## config.mk

```make
export PLATFORM = sky130hd
export DESIGN_NAME = button_conditioner
export DESIGN_NICKNAME = d
export VERILOG_FILES = /design/src/rtl/button_conditioner.sv
export SDC_FILE = /design/constraint.sdc
export NUM_CORES = 1
export LEC_CHECK = 0
export CORE_ASPECT_RATIO = 0.6
export CORE_MARGIN = 10
export CORE_UTILIZATION = 30
export CTS_CLUSTER_SIZE = 16
export DETAILED_ROUTE_END_ITERATION = 16
export GPL_TIMING_DRIVEN = 0
export HOLD_SLACK_MARGIN = 0.03
export PLACE_DENSITY_LB_ADDON = 0.15
export SKIP_LAST_GASP = 1
export SYNTH_ARGS = -nofsm -noshare
export SYNTH_HDL_FRONTEND = slang
export SYNTH_SLANG_ARGS = --single-unit
```

## constraint.sdc

```tcl
create_clock -name clk -period 2.2 [get_ports clk]
set_clock_uncertainty 0.1 [all_clocks]
set_input_delay 0.55 -clock clk [delete_from_list [all_inputs] [get_ports clk]]
set_output_delay 0.55 -clock clk [all_outputs]
set_load 0.02 [all_outputs]
```

## src/rtl/button_conditioner.sv

```systemverilog
// ---------------------------------------------------------------------------
// button_conditioner
//  Front-end for the dice/traffic-light multiplexer. A raw, bouncy push-button
//  is brought into the clock domain by a two-flop synchroniser, debounced by a
//  four-state FSM, and presented as a clean level plus single-cycle press,
//  release and long-press pulses. Every long press toggles sel_out, which
//  selects between the dice (0) and the traffic lights (1).
//
// Ports
//  clk           in   rising-edge clock
//  rst           in   asynchronous, active-low reset (0 = reset)
//  button_in     in   raw asynchronous push-button level
//  button_out    out  debounced level (high in HELD and RELEASE_CHK)
//  press_pulse   out  one-cycle pulse when a press is accepted
//  release_pulse out  one-cycle pulse when a release is accepted
//  long_pulse    out  one-cycle pulse, at most once per accepted press
//  sel_out       out  toggles on every long_pulse
// ---------------------------------------------------------------------------
module button_conditioner #(
    parameter int DEBOUNCE_CYCLES = 4,
    parameter int LONG_CYCLES     = 16,
    parameter int CNT_W           = 8
) (
    input  logic clk,
    input  logic rst,
    input  logic button_in,
    output logic button_out,
    output logic press_pulse,
    output logic release_pulse,
    output logic long_pulse,
    output logic sel_out
);

    typedef enum logic [1:0] {
        IDLE        = 2'd0,
        PRESS_CHK   = 2'd1,
        HELD        = 2'd2,
        RELEASE_CHK = 2'd3
    } state_t;

    localparam logic [CNT_W-1:0] DEB_LAST  = CNT_W'(DEBOUNCE_CYCLES - 1);
    localparam logic [CNT_W-1:0] LONG_MAX  = CNT_W'(LONG_CYCLES);
    localparam logic [CNT_W-1:0] LONG_LAST = CNT_W'(LONG_CYCLES - 1);
    localparam logic [CNT_W-1:0] CNT_ZERO  = {CNT_W{1'b0}};
    localparam logic [CNT_W-1:0] CNT_ONE   = CNT_W'(1);

    logic            r_s1;
    logic            r_s2;
    state_t          r_state;
    logic [CNT_W-1:0] r_dcnt;
    logic [CNT_W-1:0] r_hcnt;
    logic            r_button_out;
    logic            r_press;
    logic            r_release;
    logic            r_long;
    logic            r_sel;

    state_t          w_state_nxt;
    logic [CNT_W-1:0] w_dcnt_nxt;
    logic [CNT_W-1:0] w_hcnt_nxt;
    logic            w_button_nxt;
    logic            w_press_nxt;
    logic            w_release_nxt;
    logic            w_long_nxt;
    logic            w_sel_nxt;

    // Two-flop synchroniser for the asynchronous button level.
    always_ff @(posedge clk or negedge rst) begin
        if (!rst) begin
            r_s1 <= 1'b0;
            r_s2 <= 1'b0;
        end else begin
            r_s1 <= button_in;
            r_s2 <= r_s1;
        end
    end

    // FSM state, counters and registered outputs.
    always_ff @(posedge clk or negedge rst) begin
        if (!rst) begin
            r_state      <= IDLE;
            r_dcnt       <= CNT_ZERO;
            r_hcnt       <= CNT_ZERO;
            r_button_out <= 1'b0;
            r_press      <= 1'b0;
            r_release    <= 1'b0;
            r_long       <= 1'b0;
            r_sel        <= 1'b0;
        end else begin
            r_state      <= w_state_nxt;
            r_dcnt       <= w_dcnt_nxt;
            r_hcnt       <= w_hcnt_nxt;
            r_button_out <= w_button_nxt;
            r_press      <= w_press_nxt;
            r_release    <= w_release_nxt;
            r_long       <= w_long_nxt;
            r_sel        <= w_sel_nxt;
        end
    end

    // Next-state, counter and output decode; pulses default low so each
    // lasts exactly one cycle.
    always_comb begin
        w_state_nxt   = r_state;
        w_dcnt_nxt    = r_dcnt;
        w_hcnt_nxt    = r_hcnt;
        w_button_nxt  = r_button_out;
        w_press_nxt   = 1'b0;
        w_release_nxt = 1'b0;
        w_long_nxt    = 1'b0;
        w_sel_nxt     = r_sel;

        case (r_state)
            IDLE: begin
                w_button_nxt = 1'b0;
                w_hcnt_nxt   = CNT_ZERO;
                if (r_s2) begin
                    w_state_nxt = PRESS_CHK;
                    w_dcnt_nxt  = CNT_ONE;
                end else begin
                    w_dcnt_nxt  = CNT_ZERO;
                end
            end

            PRESS_CHK: begin
                if (!r_s2) begin
                    // Bounce: fall back without any pulse.
                    w_state_nxt = IDLE;
                    w_dcnt_nxt  = CNT_ZERO;
                end else if (r_dcnt == DEB_LAST) begin
                    w_state_nxt  = HELD;
                    w_press_nxt  = 1'b1;
                    w_button_nxt = 1'b1;
                    w_hcnt_nxt   = CNT_ZERO;
                end else begin
                    w_dcnt_nxt = r_dcnt + CNT_ONE;
                end
            end

            HELD: begin
                if (!r_s2) begin
                    w_state_nxt = RELEASE_CHK;
                    w_dcnt_nxt  = CNT_ONE;
                end else if (r_hcnt < LONG_MAX) begin
                    // Saturating count: the long pulse fires only on the
                    // single step into LONG_CYCLES.
                    w_hcnt_nxt = r_hcnt + CNT_ONE;
                    if (r_hcnt == LONG_LAST) begin
                        w_long_nxt = 1'b1;
                        w_sel_nxt  = ~r_sel;
                    end else begin
                        w_long_nxt = 1'b0;
                    end
                end else begin
                    w_hcnt_nxt = r_hcnt;
                end
            end

            RELEASE_CHK: begin
                if (r_s2) begin
                    // Bounce: back to HELD, hcnt paused rather than cleared.
                    w_state_nxt = HELD;
                    w_dcnt_nxt  = CNT_ZERO;
                end else if (r_dcnt == DEB_LAST) begin
                    w_state_nxt   = IDLE;
                    w_release_nxt = 1'b1;
                    w_button_nxt  = 1'b0;
                    w_hcnt_nxt    = CNT_ZERO;
                end else begin
                    w_dcnt_nxt = r_dcnt + CNT_ONE;
                end
            end

            default: begin
                w_state_nxt  = IDLE;
                w_dcnt_nxt   = CNT_ZERO;
                w_hcnt_nxt   = CNT_ZERO;
                w_button_nxt = 1'b0;
            end
        endcase
    end

    assign button_out    = r_button_out;
    assign press_pulse   = r_press;
    assign release_pulse = r_release;
    assign long_pulse    = r_long;
    assign sel_out       = r_sel;

endmodule
```

==> impl_metrics.json <==
{
  "p_switching_uw": 441.3,
  "max_cap_viol_count": 0,
  "wl_per_cell_um": 13.95,
  "hold_slack_ns": 0.2550,
  "synth-edff-count": 0,
  "holdCritPathClass": "reg -> reg",
  "final-setup-viol-count": 0,
  "netlist_area_sq_mm": 0.001211,
  "io_buffers": 7,
  "synthCells": 111,
  "worstPathRequired_ns": 2.31,
  "grt_pass1_wl_um": 4229,
  "post_cts_buffers": 0,
  "fin_nets": 128,
  "comb_power_share": 0.316,
  "synthesis.nets": 116,
  "async_flop_share": 1.000,
  "row_count": 17,
  "syn_avg_cell_area_sq_um": 10.91,
  "grt_pass1_vias": 850,
  "status": "completed",
  "wl_met2_um": 923,
  "fin_ws_ns": 0.2000,
  "m1WireLength_um": 1325,
  "cp.arrival_ns": 2.11,
  "clk-insertion-delay-late_ns": 0.27,
  "max_slew.worst_pin.slew_ns": 1.141,
  "globalRouteTotalUtil": 0.07392,
  "viasPerCell": 4.923,
  "clockBufferDepth": 2,
  "wl_um": 2357,
  "period_minus_slack_ns": 2.000,
  "dieArea_sq_mm": 0.007062,
  "ir_worst_vdd_mv": 0.3907,
  "tritoncts": "yes",
  "clkTransAtPathRegs_ns": 0.09,
  "p_int_uw": 798.8,
  "dp_slack_ns": 0.06902,
  "top_layer": "met4",
  "drt_iter0_drc": 33,
  "vias": 832,
  "start_util": 0.3199,
  "hold_buffers": 0,
  "antenna_found_initial": 0,
  "ctsRootBufferMaster": "clkbuf_8",
  "ys_dominant_reg_cell": "dfrtp_1",
  "worstPathMaxFanout": 9,
  "die-width_um": 102.0,
  "ys_seq_area_frac": 0.5165,
  "setup_tns_ns": 0,
  "cp-start-kind": "flip-flop",
  "n_antenna_cell": 0,
  "seq_power_share": 0.462,
  "yosysMostFrequentCell": "dfrtp_1",
  "fmax_mhz": 500.0,
  "yosys_warnings": 0,
  "switching_share": 0.3558,
  "drive_gt1_frac": 0.09836,
  "synth.top_cells.by_area": "dfrtp_1 (52%), xnor2_1 (3.6%), and2_1 (2.6%), and3_1 (2.6%), nand3_1 (2.5%)",
  "synth-seq-cells": 25,
  "numCtsBuffers": 3,
  "rsz0062_at_grt": "no",
  "cts_sinks": 25,
  "cp-end-kind": "flip-flop",
  "synth_cell_types": 41,
  "area.growth.synth_to_final_pct": 14.46,
  "slew_violations": 0,
  "die_h_um": 69.22,
  "drtAntennaViolNets": 0,
  "cts_resized": 0,
  "core-area_sq_mm": 0.003786,
  "grt_max_degree": 26,
  "wl_met3_um": 90,
  "overflow": 0,
  "dp_hpwl_um": 1732,
  "worstSetupPathType": "reg -> reg",
  "synthTopCellsByCount": "dfrtp_1 (25), nand2_1 (8), nor2_1 (7)",
  "drtPass1Iterations": 4,
  "synth_area_leader_cell": "dfrtp_1",
  "fin_util": 0.3662,
  "gp_congestion": 0.7942,
  "p_total_uw": 1240,
  "clkPwrFrac": 0.223,
  "htreeDepth": 1,
  "relSlewSlack": 0.2368,
  "hold_viol_final": 0,
  "drc_errors": 0,
  "min_period_over_period": 0.9091,
  "io_pins": 8,
  "synth.top_cell.area_share": 0.5165,
  "p_leak_uw": 0.0006346,
  "cellPowerDensity_mw_per_mm2": 894.5
}
## metrics by stage
stage                     cells  cell area, sq um
after floorplan             111              1211
after CTS                   169              1386
final                       169              1386
after global placement      165              1340
after detailed placement    165              1340
after global routing        169              1386
## final timing paths
kind	slack (ns)	to	cells past startpoint	from
worst min-delay path	0.26	r_s2	0	r_s1
worst min register to register	0.26	r_s2	0	r_s1
min in group asynchronous	0.79	r_hcnt[2]	1	rst
worst max register to register	0.20	r_hcnt[1]	6	r_dcnt[0]
max in group asynchronous	0.54	press_pulse	1	rst
worst max-delay path	0.20	r_hcnt[1]	6	r_dcnt[0]
## layout by cell type, fill, tap and decap left out, drive strengths merged, types with 2 or more instances in the layout
| master | Yosys | final |
|---|---|---|
| dfrtp | 25 | 25 |
| nand2 | 8 | 8 |
| nor2 | 7 | 7 |
| clkdlybuf4s50 | 0 | 7 |
| nand3 | 6 | 6 |
| clkbuf | 3 | 6 |
| and3 | 5 | 5 |
| xnor2 | 5 | 5 |
| and2 | 5 | 5 |
| a21oi | 5 | 5 |
| o21ai | 5 | 5 |
| inv | 3 | 3 |
| a31oi | 3 | 3 |
| xor2 | 2 | 2 |
| a22o | 2 | 2 |
| o21a | 2 | 2 |
| ha | 2 | 2 |
| nor4 | 2 | 2 |
| buf | 2 | 2 |
| a211oi | 2 | 2 |
## critical path, cell delays in order, from the launching register on
cell	delay, ns
dfrtp_1	0.43
ha_1	0.21
clkbuf_2	0.18
and4bb_1	0.25
and4b_1	0.24
a211oi_4	0.31
a32o_1	0.23
## power by group through the flow
stage | sequential, uW | combinational, uW | clock [uW]
final | 572 | 392 | 276
after global routing | 585 | 453 | 308
after CTS | 572 | 396 | 294
after detailed placement | 582 | 395 | 0
after global placement | 581 | 391 | 0
after floorplan | 573 | 305 | 0
## routing by layer
| layer | track usage | vias to the layer above |
|---|---|---|
| met2 | 0.09782 | 8 |
| met5 | 0 | - |
| met1 | 0.1046 | 401 |
| met3 | 0.03274 | 2 |
| met4 | 0.01852 | 0 |
| li1 | - | 421 |
## final cells by class
| class | instances | area [sq um] |
|---|---|---|
| buffer | 5 | 28.78 |
| clock buffer | 3 | 41.29 |
| clock inverter | 1 | 5.005 |
| fill | 385 | 2400 |
| inverter | 3 | 11.26 |
| multi-input combinational | 78 | 545.5 |
| sequential | 25 | 625.6 |
| tap | 47 | 58.81 |
| timing repair buffer | 7 | 70.07 |
## sequential cells by signal, indices dropped and copies added (netlist names), named ones only
name / count
button_out: 1
long_pulse: 1
press_pulse: 1
r_dcnt: 8
r_hcnt: 8
r_s1: 1
r_s2: 1
r_state: 1
release_pulse: 1
sel_out: 1
## logic make-up after synthesis
kind of cell             after synthesis  synth area share
AO/OA/AOI/OAI                         25            0.1581
XOR/XNOR                               7           0.05062
adder cells (fa/ha/maj)                2           0.02066
buffers and inverters                  8           0.03305
flip-flops                            25            0.5165
multiplexers                           2           0.01756
AND/OR/NAND/NOR                       42            0.2035
Note: power is estimated with default switching activity, not from simulation.
